[src/rtl/logic_result_buffer.sv]
// Two-entry result FIFO between the logic unit and writeback, plus the committed flag register.
// Define LOGIC_RESULT_FORWARD_EN to add registered forwarding of the newest buffered writeback entry.
module logic_result_buffer #(
    parameter int N = 32
) (
    input  logic         iCLOCK,
    input  logic         inRESET,
    input  logic         iEVENT_FLUSH,
    input  logic         iPREV_VALID,
    output logic         oPREV_BUSY,
    input  logic [N-1:0] iPREV_DATA,
    input  logic [4:0]   iPREV_FLAGS,
    input  logic [4:0]   iPREV_DESTINATION_REGNUM,
    input  logic         iPREV_WRITEBACK,
    input  logic         iPREV_FLAGS_WRITEBACK,
    output logic         oNEXT_VALID,
    input  logic         iNEXT_BUSY,
    output logic [N-1:0] oNEXT_DATA,
    output logic [4:0]   oNEXT_FLAGS,
    output logic [4:0]   oNEXT_DESTINATION_REGNUM,
    output logic         oNEXT_WRITEBACK,
    output logic         oNEXT_FLAGS_WRITEBACK,
    output logic [4:0]   oFLAGS,
    output logic [1:0]   oCOUNT
`ifdef LOGIC_RESULT_FORWARD_EN
    ,
    output logic         oFWD_VALID,
    output logic [4:0]   oFWD_REGNUM,
    output logic [N-1:0] oFWD_DATA
`endif
);

    logic [N-1:0] r_data   [2];
    logic [4:0]   r_flags_e[2];
    logic [4:0]   r_regnum [2];
    logic         r_wb     [2];
    logic         r_fwb    [2];

    logic         r_wptr;
    logic         r_rptr;
    logic [1:0]   r_count;
    logic [4:0]   r_flags;

    logic         w_push;
    logic         w_pop;
    logic [1:0]   w_count_nxt;
    logic         w_wptr_nxt;
    logic         w_rptr_nxt;

    // Busy depends only on the occupancy register and flush, never on iNEXT_BUSY.
    assign oPREV_BUSY = (r_count == 2'd2) || iEVENT_FLUSH;
    assign oNEXT_VALID = (r_count != 2'd0);
    assign w_push = iPREV_VALID && !oPREV_BUSY;
    assign w_pop  = oNEXT_VALID && !iNEXT_BUSY && !iEVENT_FLUSH;

    always_comb begin
        w_count_nxt = r_count;
        w_wptr_nxt  = r_wptr;
        w_rptr_nxt  = r_rptr;
        if (iEVENT_FLUSH) begin
            w_count_nxt = 2'd0;
            w_wptr_nxt  = 1'b0;
            w_rptr_nxt  = 1'b0;
        end else begin
            w_wptr_nxt = r_wptr ^ w_push;
            w_rptr_nxt = r_rptr ^ w_pop;
            case ({w_push, w_pop})
                2'b10:   w_count_nxt = r_count + 2'd1;
                2'b01:   w_count_nxt = r_count - 2'd1;
                default: w_count_nxt = r_count;
            endcase
        end
    end

    always_ff @(posedge iCLOCK or negedge inRESET) begin
        if (!inRESET) begin
            r_wptr  <= 1'b0;
            r_rptr  <= 1'b0;
            r_count <= 2'd0;
            r_flags <= 5'b00000;
        end else begin
            r_wptr  <= w_wptr_nxt;
            r_rptr  <= w_rptr_nxt;
            r_count <= w_count_nxt;
            if (w_pop && r_fwb[r_rptr])
                r_flags <= r_flags_e[r_rptr];
        end
    end

    // Payload is left untouched on flush; only the pointers and count are cleared.
    always_ff @(posedge iCLOCK or negedge inRESET) begin
        if (!inRESET) begin
            for (int i = 0; i < 2; i++) begin
                r_data[i]    <= '0;
                r_flags_e[i] <= 5'b00000;
                r_regnum[i]  <= 5'b00000;
                r_wb[i]      <= 1'b0;
                r_fwb[i]     <= 1'b0;
            end
        end else if (w_push) begin
            r_data[r_wptr]    <= iPREV_DATA;
            r_flags_e[r_wptr] <= iPREV_FLAGS;
            r_regnum[r_wptr]  <= iPREV_DESTINATION_REGNUM;
            r_wb[r_wptr]      <= iPREV_WRITEBACK;
            r_fwb[r_wptr]     <= iPREV_FLAGS_WRITEBACK;
        end
    end

    assign oNEXT_DATA               = r_data[r_rptr];
    assign oNEXT_FLAGS              = r_flags_e[r_rptr];
    assign oNEXT_DESTINATION_REGNUM = r_regnum[r_rptr];
    assign oNEXT_WRITEBACK          = r_wb[r_rptr];
    assign oNEXT_FLAGS_WRITEBACK    = r_fwb[r_rptr];
    assign oFLAGS                   = r_flags;
    assign oCOUNT                   = r_count;

`ifdef LOGIC_RESULT_FORWARD_EN
    logic         r_fwd_valid;
    logic [4:0]   r_fwd_regnum;
    logic [N-1:0] r_fwd_data;

    logic         w_new_idx;
    logic         w_old_idx;
    logic         w_new_wr;
    logic         w_old_wr;
    logic         w_new_wb;
    logic         w_old_wb;
    logic         w_fwd_valid_nxt;
    logic [4:0]   w_fwd_regnum_nxt;
    logic [N-1:0] w_fwd_data_nxt;

    // Forwarding is computed from the post-edge buffer contents so the outputs stay register-driven.
    assign w_new_idx = ~w_wptr_nxt;
    assign w_old_idx = w_wptr_nxt;
    assign w_new_wr  = w_push && (r_wptr == w_new_idx);
    assign w_old_wr  = w_push && (r_wptr == w_old_idx);
    assign w_new_wb  = w_new_wr ? iPREV_WRITEBACK : r_wb[w_new_idx];
    assign w_old_wb  = w_old_wr ? iPREV_WRITEBACK : r_wb[w_old_idx];

    always_comb begin
        w_fwd_valid_nxt  = 1'b0;
        w_fwd_regnum_nxt = 5'b00000;
        w_fwd_data_nxt   = '0;
        if ((w_count_nxt != 2'd0) && w_new_wb) begin
            w_fwd_valid_nxt  = 1'b1;
            w_fwd_regnum_nxt = w_new_wr ? iPREV_DESTINATION_REGNUM : r_regnum[w_new_idx];
            w_fwd_data_nxt   = w_new_wr ? iPREV_DATA : r_data[w_new_idx];
        end else if ((w_count_nxt == 2'd2) && w_old_wb) begin
            w_fwd_valid_nxt  = 1'b1;
            w_fwd_regnum_nxt = w_old_wr ? iPREV_DESTINATION_REGNUM : r_regnum[w_old_idx];
            w_fwd_data_nxt   = w_old_wr ? iPREV_DATA : r_data[w_old_idx];
        end
    end

    always_ff @(posedge iCLOCK or negedge inRESET) begin
        if (!inRESET) begin
            r_fwd_valid  <= 1'b0;
            r_fwd_regnum <= 5'b00000;
            r_fwd_data   <= '0;
        end else begin
            r_fwd_valid  <= w_fwd_valid_nxt;
            r_fwd_regnum <= w_fwd_regnum_nxt;
            r_fwd_data   <= w_fwd_data_nxt;
        end
    end

    assign oFWD_VALID  = r_fwd_valid;
    assign oFWD_REGNUM = r_fwd_regnum;
    assign oFWD_DATA   = r_fwd_data;
`endif

endmodule

[config.mk]
export PLATFORM = sky130hd
export DESIGN_NAME = logic_result_buffer
export DESIGN_NICKNAME = d
export VERILOG_FILES = /design/src/rtl/logic_result_buffer.sv
export SDC_FILE = /design/constraint.sdc
export NUM_CORES = 1
export LEC_CHECK = 0
export CORE_MARGIN = 2
export CORE_UTILIZATION = 49
export CTS_CLUSTER_SIZE = 12
export DETAILED_ROUTE_END_ITERATION = 10
export GPL_ROUTABILITY_DRIVEN = 0
export PLACE_DENSITY = 0.87
export RECOVER_POWER = 100
export SLEW_MARGIN = 5
export SYNTH_ARGS = -nofsm -noshare
export SYNTH_HDL_FRONTEND = slang
export SYNTH_SLANG_ARGS = --single-unit
[constraint.sdc]
create_clock -name iCLOCK -period 2.6 [get_ports iCLOCK]
set_input_delay 0.52 -clock iCLOCK [delete_from_list [all_inputs] [get_ports iCLOCK]]
set_output_delay 0.52 -clock iCLOCK [all_outputs]
set_load 0.01 [all_outputs]
==> impl_metrics.tcl <==
set metrics [dict create \
    outcome "finished, final reports clean" \
    numCtsBuffers 9 \
    fin_util 0.672 \
    slowest_delay_ns 0.60 \
    synthToLayoutAreaGrowth_pct 32.0 \
    antenna_found_initial 0 \
    wl_um 8610 \
    drt_iter0_markers 75 \
    die_area_sq_mm 0.00934 \
    die_width_um 96.7 \
    clock_sinks 97 \
    die_height_um 96.7 \
    ys_warn_count 0 \
    clockRootBuffer "clkbuf_8" \
    comb_power_share 0.293 \
    rows 33 \
    grt_pass1_vias 2908 \
    grt_pass1_wl_um 14700 \
    pwr_density_cell_mw_per_mm2 840 \
    synth_top_cell_by_area "dfrtp_1" \
    cts_tree "done" \
    post_cts_resized 0 \
    finalSetupViolCount 0 \
    timing.final.crit_share 0.970 \
    netlist_area_sq_mm 0.00421 \
    port_buffers 101 \
    drive_gt1_frac 0.427 \
    ys_ff_latch 97 \
    slew_violations 0 \
    post_dp_cell_area_sq_mm 0.00541 \
    clkLatencyLatePin_ns 0.35 \
    overflow 0 \
    critical_path.slowest_cell "dlygate4sd3_1" \
    routed_via_density 5.25 \
    antenna_left 0 \
    ir_worst_vdd_uv 565 \
    ys.flop_type "dfrtp_1" \
    holdWs_ns 0.325 \
    drcViolationCount 0 \
    clockPowerShare 0.249 \
    core_sq_mm 0.00826 \
    p_switching_mw 1.21 \
    hold_viol_final 0 \
    fin_setup_tns_ns 0 \
    worstPathArrival_ns 2.00 \
    switching_share 0.258 \
    synth-edff-count 0 \
    startpoint_type "flip-flop" \
    worstMarginPinSlew_ns 1.21 \
    drv_cap 0 \
    period_needed_ns 2.52 \
    dp_hpwl_um 5950 \
    nets 430 \
    endpoint_kind "output pin" \
    crit_chain "clkbuf_4 -> mux2_2 -> dlygate4sd3_1" \
    grt_usage 0.195 \
    postSynth.asyncResetShare 1.00 \
    max_freq_ghz 0.397 \
    final_area_sq_mm 0.00555 \
    cp.required_ns 2.08 \
    critPathKind "flip-flop to output pin" \
    drtPass1Iterations 4 \
    hp-class "primary input to async pin" \
    cts-htree-levels 3 \
    vias 2565 \
    synth_cell_types 22 \
    fillers 615 \
    cts_setup_buffers 0 \
    p_leak_nw 2.32 \
    io_pins 102 \
    start_util 0.510 \
    synth.area.top_cells "dfrtp_1, mux2_2, buf_2, ha_1, nor3b_4" \
    cts_buffer_depth 2 \
    clk_pin_slew_ns 0.10 \
    slew_headroom 0.194 \
    critPathMaxFanout 17 \
    finClkSkew_ns 0.0123 \
    synthDominantCellAreaShare 0.577 \
    antenna_cells 0 \
    ys_seq_area_frac 0.577 \
    seq_power_share 0.459 \
    cts_hold_buf 0 \
    post_drt_wl_per_cell_um 17.6 \
    internal-power_mw 3.46 \
    grt_max_degree 57 \
    synth_fp_nets 323 \
    rsz0062_at_grt "no" \
    syn_inst 272 \
    avgSynthCellArea_sq_um 15.5 \
]
[area by class of cell]
cell class	instances	area, sq um	area share
sequential	97	2430	0.437
multi-input combinational	158	1680	0.303
timing repair buffer	111	1060	0.191
tap	105	131	0.0237
clock buffer	10	128	0.0230
clock inverter	6	114	0.0205
inverter	2	7.51	0.00135
[power groups by stage]
stage / clock [mW] / combinational (mW) / sequential (mW)
floorplan: 0 / 0.764 / 2.12
CTS: 1.19 / 1.44 / 2.14
global route: 1.25 / 1.47 / 2.20
finish: 1.16 / 1.37 / 2.14
global placement: 0 / 1.39 / 2.13
detailed placement: 0 / 1.42 / 2.17
[per-stage QoR]
stage	total power, mW	std cells	setup slack (ns)
2_1_floorplan	2.88	272	0.458
3_3_place_gp	3.51	473	0.243
3_5_place_dp	3.60	473	0.213
4_1_cts	4.77	489	0.0663
5_1_grt	4.92	489	0.0114
6_report	4.67	489	0.0781
[metal layers]
metal	part of all wire	wire (um)	GRT usage
met1	0.44	3770	0.247
met2	0.48	4090	0.316
met4	0.0083	71	0.0563
met3	0.078	670	0.0723
met5	0	0	0
[critical path: cells and delay by family, from the launching register on]
kind | cells | cell delay (ns)
buffers and inverters | 2 | 0.90
flip-flops | 1 | 0.37
multiplexers | 1 | 0.37
[cells in the final DEF (no fill, tap or decap)]
master           synthesis  final
ha_1                     2      2
clkinvlp_4               0      2
nand2_1                  1      1
nand3_1                  2      2
o21ai_0                  1      1
bufinv_16                0      3
clkdlybuf4s50_1          0     84
dfrtp_1                 97     96
buf_2                   12      1
mux2_4                   1      1
buf_4                    0      2
nor2_1                   4      4
xor2_1                   1      1
mux2_2                 136    136
clkbuf_8                 0      9
nor2b_1                  1      1
dfrtp_2                  0      1
or2_2                    2      2
nand2b_1                 1      1
a31oi_1                  1      1
inv_1                    2      2
clkbuf_4                 0      1
nor3b_1                  0      1
and3b_1                  1      1
o21bai_1                 1      1
dlygate4sd3_1            0     16
a21oi_1                  1      1
a211o_1                  1      1
clkbuf_1                 2      3
inv_6                    0      1
clkbuf_2                 0      5
[cell families after synthesis]
| logic type | share of synthesized area |
|---|---|
| AND/OR/NAND/NOR | 0.0193 |
| buffers and inverters | 0.0205 |
| multiplexers | 0.368 |
| XOR/XNOR | 0.00208 |
| adder cells (fa/ha/maj) | 0.00595 |
| AO/OA/AOI/OAI | 0.00773 |
| flip-flops | 0.577 |
[cell usage after synthesis, types with 2 or more instances]
cell and n:
mux2_2 136, dfrtp_1 97, buf_2 12, nor2_1 4, clkbuf_1 2, ha_1 2
inv_1 2, nand3_1 2, or2_2 2
[worst paths after layout]
check | from | endpoint | slack [ns] | cells past startpoint
setup / recovery | r_rptr | oNEXT_DATA[3] | 0.08 | 3
hold / removal | inRESET | r_data[5] | 0.32 | 1
setup reg to reg | oCOUNT[1] | r_data[54] | 0.30 | 6
hold reg to reg | r_data[14] | r_data[14] | 0.50 | 1
max in group asynchronous | inRESET | r_data[8] | 0.48 | 2
min in group iCLOCK | r_data[14] | r_data[14] | 0.50 | 1
[registers in the layout, summed over array words and instances (netlist names)]
register,flops
oCOUNT,2
oFLAGS,5
r_rptr,1
r_flags_e,10
r_wb,2
r_wptr,1
r_data,64
r_regnum,10
r_fwb,2
Power figures use the tool's default switching activity.
==> RTL change 1: new RTL, config.mk and constraints unchanged <==
Set the parameter `N` to 64 (it was 32).
--- a/src/rtl/logic_result_buffer.sv
+++ b/src/rtl/logic_result_buffer.sv
@@ -3,3 +3,3 @@
 module logic_result_buffer #(
-    parameter int N = 32
+    parameter int N = 64
 ) (
Ports: changed (resized iPREV_DATA and oNEXT_DATA); port bits go from 102 to 166. No check against the original RTL was run, so the function may have changed too.
==> RTL change 1 against the unedited design <==
Area after synthesis grew 65%. Setup slack worse by 0.0034 ns. Sequential cell count grew 64. Sequential share of layout area decreased by 1.2 points. Synthesized cell count grew 62%. Final area grew 71%. Cell count grew 65%. Total power grew 83%. Routed wire length grew 67%. Maximum frequency down 0.14%. Via count rose by 64%. Critical path type unchanged. Largest cell class unchanged.
==> RTL change 1: results (changes against the unedited design) <==
[final_layout]
nNetsFinal = 696  ; +62%
drive_gt1_share_pct = 43.6  ; +0.90 points
largest_reg_flops = 128  ; +100%
num_antenna_cells = 0  ; unchanged
largestRegisters = r_data (128), r_flags_e (10), r_regnum (10)
instances_no_fill = 806  ; +65%
nFillCells = 902  ; +47%

[setup_path]
arrival_ns = 2.01
slowest_delay_ns = 0.50  ; -0.10 ns
worstPathMaxFanout = 37  ; +20
rr_worst_depth = 6  ; unchanged
cp_slowest_cell = clkdlybuf4s50_1

[logic_synthesis]
ys_seq_area_share_pct = 58.1  ; +0.45 points
synth_ff_type = dfrtp_1
synthTopCellsByCount = mux2_2, dfrtp_1, buf_2
syn_area_per_cell_sq_um = 15.7  ; +1.6%
async_flop_share_pct = 100  ; unchanged
ys_warn_count = 0  ; unchanged
synth_area_leaders = dfrtp_1, mux2_2, buf_2
synthDistinctLibCells = 23  ; +4.5%
syn-num-nets = 524  ; +62%

[drt]
via_per_inst = 5.21  ; -0.63%
wl_mm = 14.4  ; +67%
drtIter0Drc = 174  ; +130%

[cts]
worstSkewPairLatency_ns = 0.42  ; +0.07 ns
cts-root-buf = clkbuf_16
ctsHtreeMaxLevel = 4  ; +1
numCtsBuffers = 17  ; +8
cts_buffer_depth = 2  ; unchanged
clk_pin_slew_ns = 0.06  ; -0.04 ns

[global_routing]
grt_max_degree = 50  ; -12%
grt_first_pass_wirelength_mm = 23.4  ; +59%
grt_pass1_vias = 4741  ; +63%
use_met3_pct = 6.83  ; -0.40 points
met1_usage_pct = 24.0  ; -0.65 points
use_met2_pct = 33.8  ; +2.2 points
grt_usage_pct = 20.2  ; +0.74 points

[power_and_ir_drop]
ir_drop_uv = 568  ; +0.54%
leakage_nw = 3.93  ; +69%

[timing]
fin_worst_skew_ns = 0.00687  ; -0.00541 ns
maxSlewHeadroom_pct = 21.0  ; +1.7 points
finalSetupViolations = 0  ; unchanged

[place]
place.port_buffers = 165  ; +63%
place_hpwl_mm = 9.75  ; +64%
dpl.cell_count = 774  ; +64%

[outcome]
outcome = completed

[min_path]
hp-class = in -> async

RTL change 1: where the power goes:
group / switching [mW] / total (mW) / leakage [nW] / internal, mW
logic: 0.790 / 2.26 / 1.68 / 1.47
clock network: 0.945 / 2.71 / 0.323 / 1.76
registers: 0.347 / 3.56 / 1.93 / 3.21
total: 2.08 / 8.53 / 3.93 / 6.44
RTL change 1: area by class of cell:
cell class,count,area [sq um],share of cell area [%]
flip-flops and latches,161,4030,42.6
clock buffers,24,512,5.40
inverters,2,7.51,0.0793
repair buffers,177,1760,18.6
clock inverters,8,146,1.55
well taps,180,225,2.38
multi-input cells,254,2790,29.4
RTL change 1: logic make-up (layout without fill, tap and decap cells):
kind of cell	count (synthesis)	after routing	synth area share [%]
AOI/OAI and AO/OA	5	5	0.469
xor gates and xnor gates	1	1	0.126
DFF	161	161	58.1
and+or+nand+nor	13	13	1.17
buffers and inverters	26	211	1.82
adders and majority gates	2	2	0.361
muxes	233	233	37.9
RTL change 1: critical path, delay by kind of cell (launching register included):
family                 cells  cell delay [ns]
buffers and inverters      2             0.74
flip-flops                 1             0.46
multiplexers               1             0.37
RTL change 1: routing by layer:
layer	wire, microns	up-vias
met3	943	23
met5	0	-
met2	7130	117
met1	6020	2142
li1	-	1919
met4	255	0
RTL change 1: per-stage QoR:
stage	utilization (%)	hold slack [ns]	area, sq um	setup WS [ns]	power (mW)
after detailed placement	64.3	0.490	8900	0.0501	5.92
after global placement	64.3	0.482	8900	0.0917	5.79
after floorplan	-	0.224	6930	0.467	4.77
final	68.5	0.344	9470	0.0746	8.53
after global routing	68.5	0.431	9470	0.00812	8.96
after CTS	69.1	0.0482	9550	0.0157	8.67
RTL change 1: final timing paths:
check | to | start | slack, ns
worst max-delay path | oNEXT_DATA[44] | r_rptr | 0.07
worst min-delay path | r_data[53] | inRESET | 0.34
worst max register to register | r_data[12] | oCOUNT[1] | 0.22
worst min register to register | r_regnum[6] | r_regnum[6] | 0.50
max in group asynchronous | r_data[72] | inRESET | 0.49
min in group iCLOCK | r_regnum[6] | r_regnum[6] | 0.50
RTL change 1: timing repair:
item                       4_1_cts  5_1_grt
hold endpoints to repair         0        0
setup endpoints to repair        0        5
gates resized for setup          0        1
==> RTL change 2: new RTL, config.mk and constraints unchanged <==
Made on the original files. Register the outputs `oNEXT_FLAGS` and `oNEXT_FLAGS_WRITEBACK`; this adds one clock of latency there. The other outputs are not delayed to match.
--- a/src/rtl/logic_result_buffer.sv
+++ b/src/rtl/logic_result_buffer.sv
@@ -109,6 +109,8 @@
     assign oNEXT_DATA               = r_data[r_rptr];
-    assign oNEXT_FLAGS              = r_flags_e[r_rptr];
     assign oNEXT_DESTINATION_REGNUM = r_regnum[r_rptr];
     assign oNEXT_WRITEBACK          = r_wb[r_rptr];
-    assign oNEXT_FLAGS_WRITEBACK    = r_fwb[r_rptr];
+    always_ff @(posedge iCLOCK) begin
+        oNEXT_FLAGS           <= r_flags_e[r_rptr];
+        oNEXT_FLAGS_WRITEBACK <= r_fwb[r_rptr];
+    end
     assign oFLAGS                   = r_flags;
Behaviour: not the same (Yosys sat finds a counterexample within 4 cycles, from zero or initial values and one cycle with inRESET low).
==> RTL change 2 against the unedited design <==
Total power fell by 2.6%. Setup slack got worse by 0.010 ns. Area after synthesis rose by 2.9%. Sequential power rose by 6%. Routed wire length fell by 2.0%. Final area rose by 1.7%. Sequential cell count rose by 6. Worst hold slack improved by 0.058 ns. Critical endpoint is now oNEXT_DESTINATION_REGNUM[2]. Highest routed layer unchanged.
==> RTL change 2: results (changes against the unedited design) <==
[outcome]
outcome = completed

[place]
place_hpwl_mm = 5.87  ; -1.5%

[logic_synthesis]
synthDistinctLibCells = 23  ; +4.5%
syn-num-nets = 329  ; +1.9%
ys_seq_area_share_pct = 58.9  ; +1.2 points
synth_area_leaders = dfrtp_1, mux2_2, dfxtp_1
synthTopCellsByCount = mux2_2, dfrtp_1, buf_2
ys_warn_count = 0  ; unchanged

[power_and_ir_drop]
ir_drop_uv = 424  ; -25%
power.switching_mw = 1.25  ; +3.8%
leakage_nw = 2.38  ; +2.2%

[setup_path]
slowest_delay_ns = 0.58  ; -0.02 ns
cp_slowest_cell = dfrtp_2

[global_routing]
grt_pass1_vias = 2757  ; -5.2%
use_met3_pct = 3.87  ; -3.4 points
grt_usage_pct = 18.1  ; -1.4 points
grt_first_pass_wirelength_mm = 13.8  ; -5.9%
use_met2_pct = 28.7  ; -2.9 points
grt_max_degree = 50  ; -12%
met1_usage_pct = 24.9  ; +0.18 points

[timing]
maxSlewHeadroom_pct = 19.7  ; +0.36 points
fin_worst_skew_ns = 0.00873  ; -0.00355 ns

[final_layout]
nFillCells = 651  ; +5.9%
drive_gt1_share_pct = 41.3  ; -1.4 points
nNetsFinal = 436  ; +1.4%

[drt]
wl_mm = 8.43  ; -2.0%
vias = 2617  ; +2.0%
drtIter0Drc = 47  ; -37%

[RTL change 2: final timing paths]
path                       startpoint                          end  slack, ns  cells past startpoint
min reg2reg                r_data[60]                   r_data[60]       0.51                      1
max in group asynchronous     inRESET                  r_regnum[6]       0.96                      2
min in group iCLOCK        r_data[60]                   r_data[60]       0.51                      1
max                            r_rptr  oNEXT_DESTINATION_REGNUM[2]       0.07                      3
min                           inRESET                    oFLAGS[1]       0.38                      1
max reg2reg                 oCOUNT[1]                   r_data[19]       0.37                      6
[RTL change 2: critical path: cells and delay by family (launching register included)]
kind,cells,cell delay [ns]
buffers and inverters,2,0.72
muxes,1,0.34
DFF,1,0.58
[RTL change 2: layout make-up]
class | count | area [sq um] | area share, %
clock buffer | 9 | 124 | 2.19
clock inverter | 7 | 53.8 | 0.953
inverter | 2 | 7.51 | 0.133
multi-input combinational | 158 | 1680 | 29.8
sequential | 103 | 2550 | 45.1
tap | 108 | 135 | 2.39
timing repair buffer | 111 | 1100 | 19.4
[RTL change 2: power by group through the flow]
stage / registers, mW / logic (mW) / clock network, mW
floorplan: 2.26 / 0.746 / 0
global placement: 2.26 / 1.38 / 0
detailed placement: 2.30 / 1.42 / 0
CTS: 2.27 / 1.43 / 0.960
global route: 2.32 / 1.46 / 1.02
finish: 2.26 / 1.35 / 0.934
[RTL change 2: metal layers]
layer / vias to the layer above / share of wire (%)
met4: 0 / 1.4
li1: 1199 / -
met5: - / 0
met3: 9 / 5.1
met2: 69 / 49
met1: 1340 / 44
[RTL change 2: kinds of logic after synthesis]
| logic type | Yosys count | share of synthesized area (%) |
|---|---|---|
| muxes | 137 | 35.7 |
| DFF | 103 | 58.9 |
| buffers and inverters | 17 | 1.99 |
| and+or+nand+nor | 13 | 1.88 |
| AOI/OAI and AO/OA | 5 | 0.752 |
| adders and majority gates | 2 | 0.578 |
| xor gates and xnor gates | 1 | 0.202 |
[RTL change 2: metrics by stage]
step           area (sq um)  worst slack, ns  cells
3_3_place_gp           5550            0.217    482
3_5_place_dp           5550            0.177    482
6_report               5650           0.0677    498
5_1_grt                5650           0.0140    498
2_1_floorplan          4330            0.458    278
4_1_cts                5730           0.0508    498
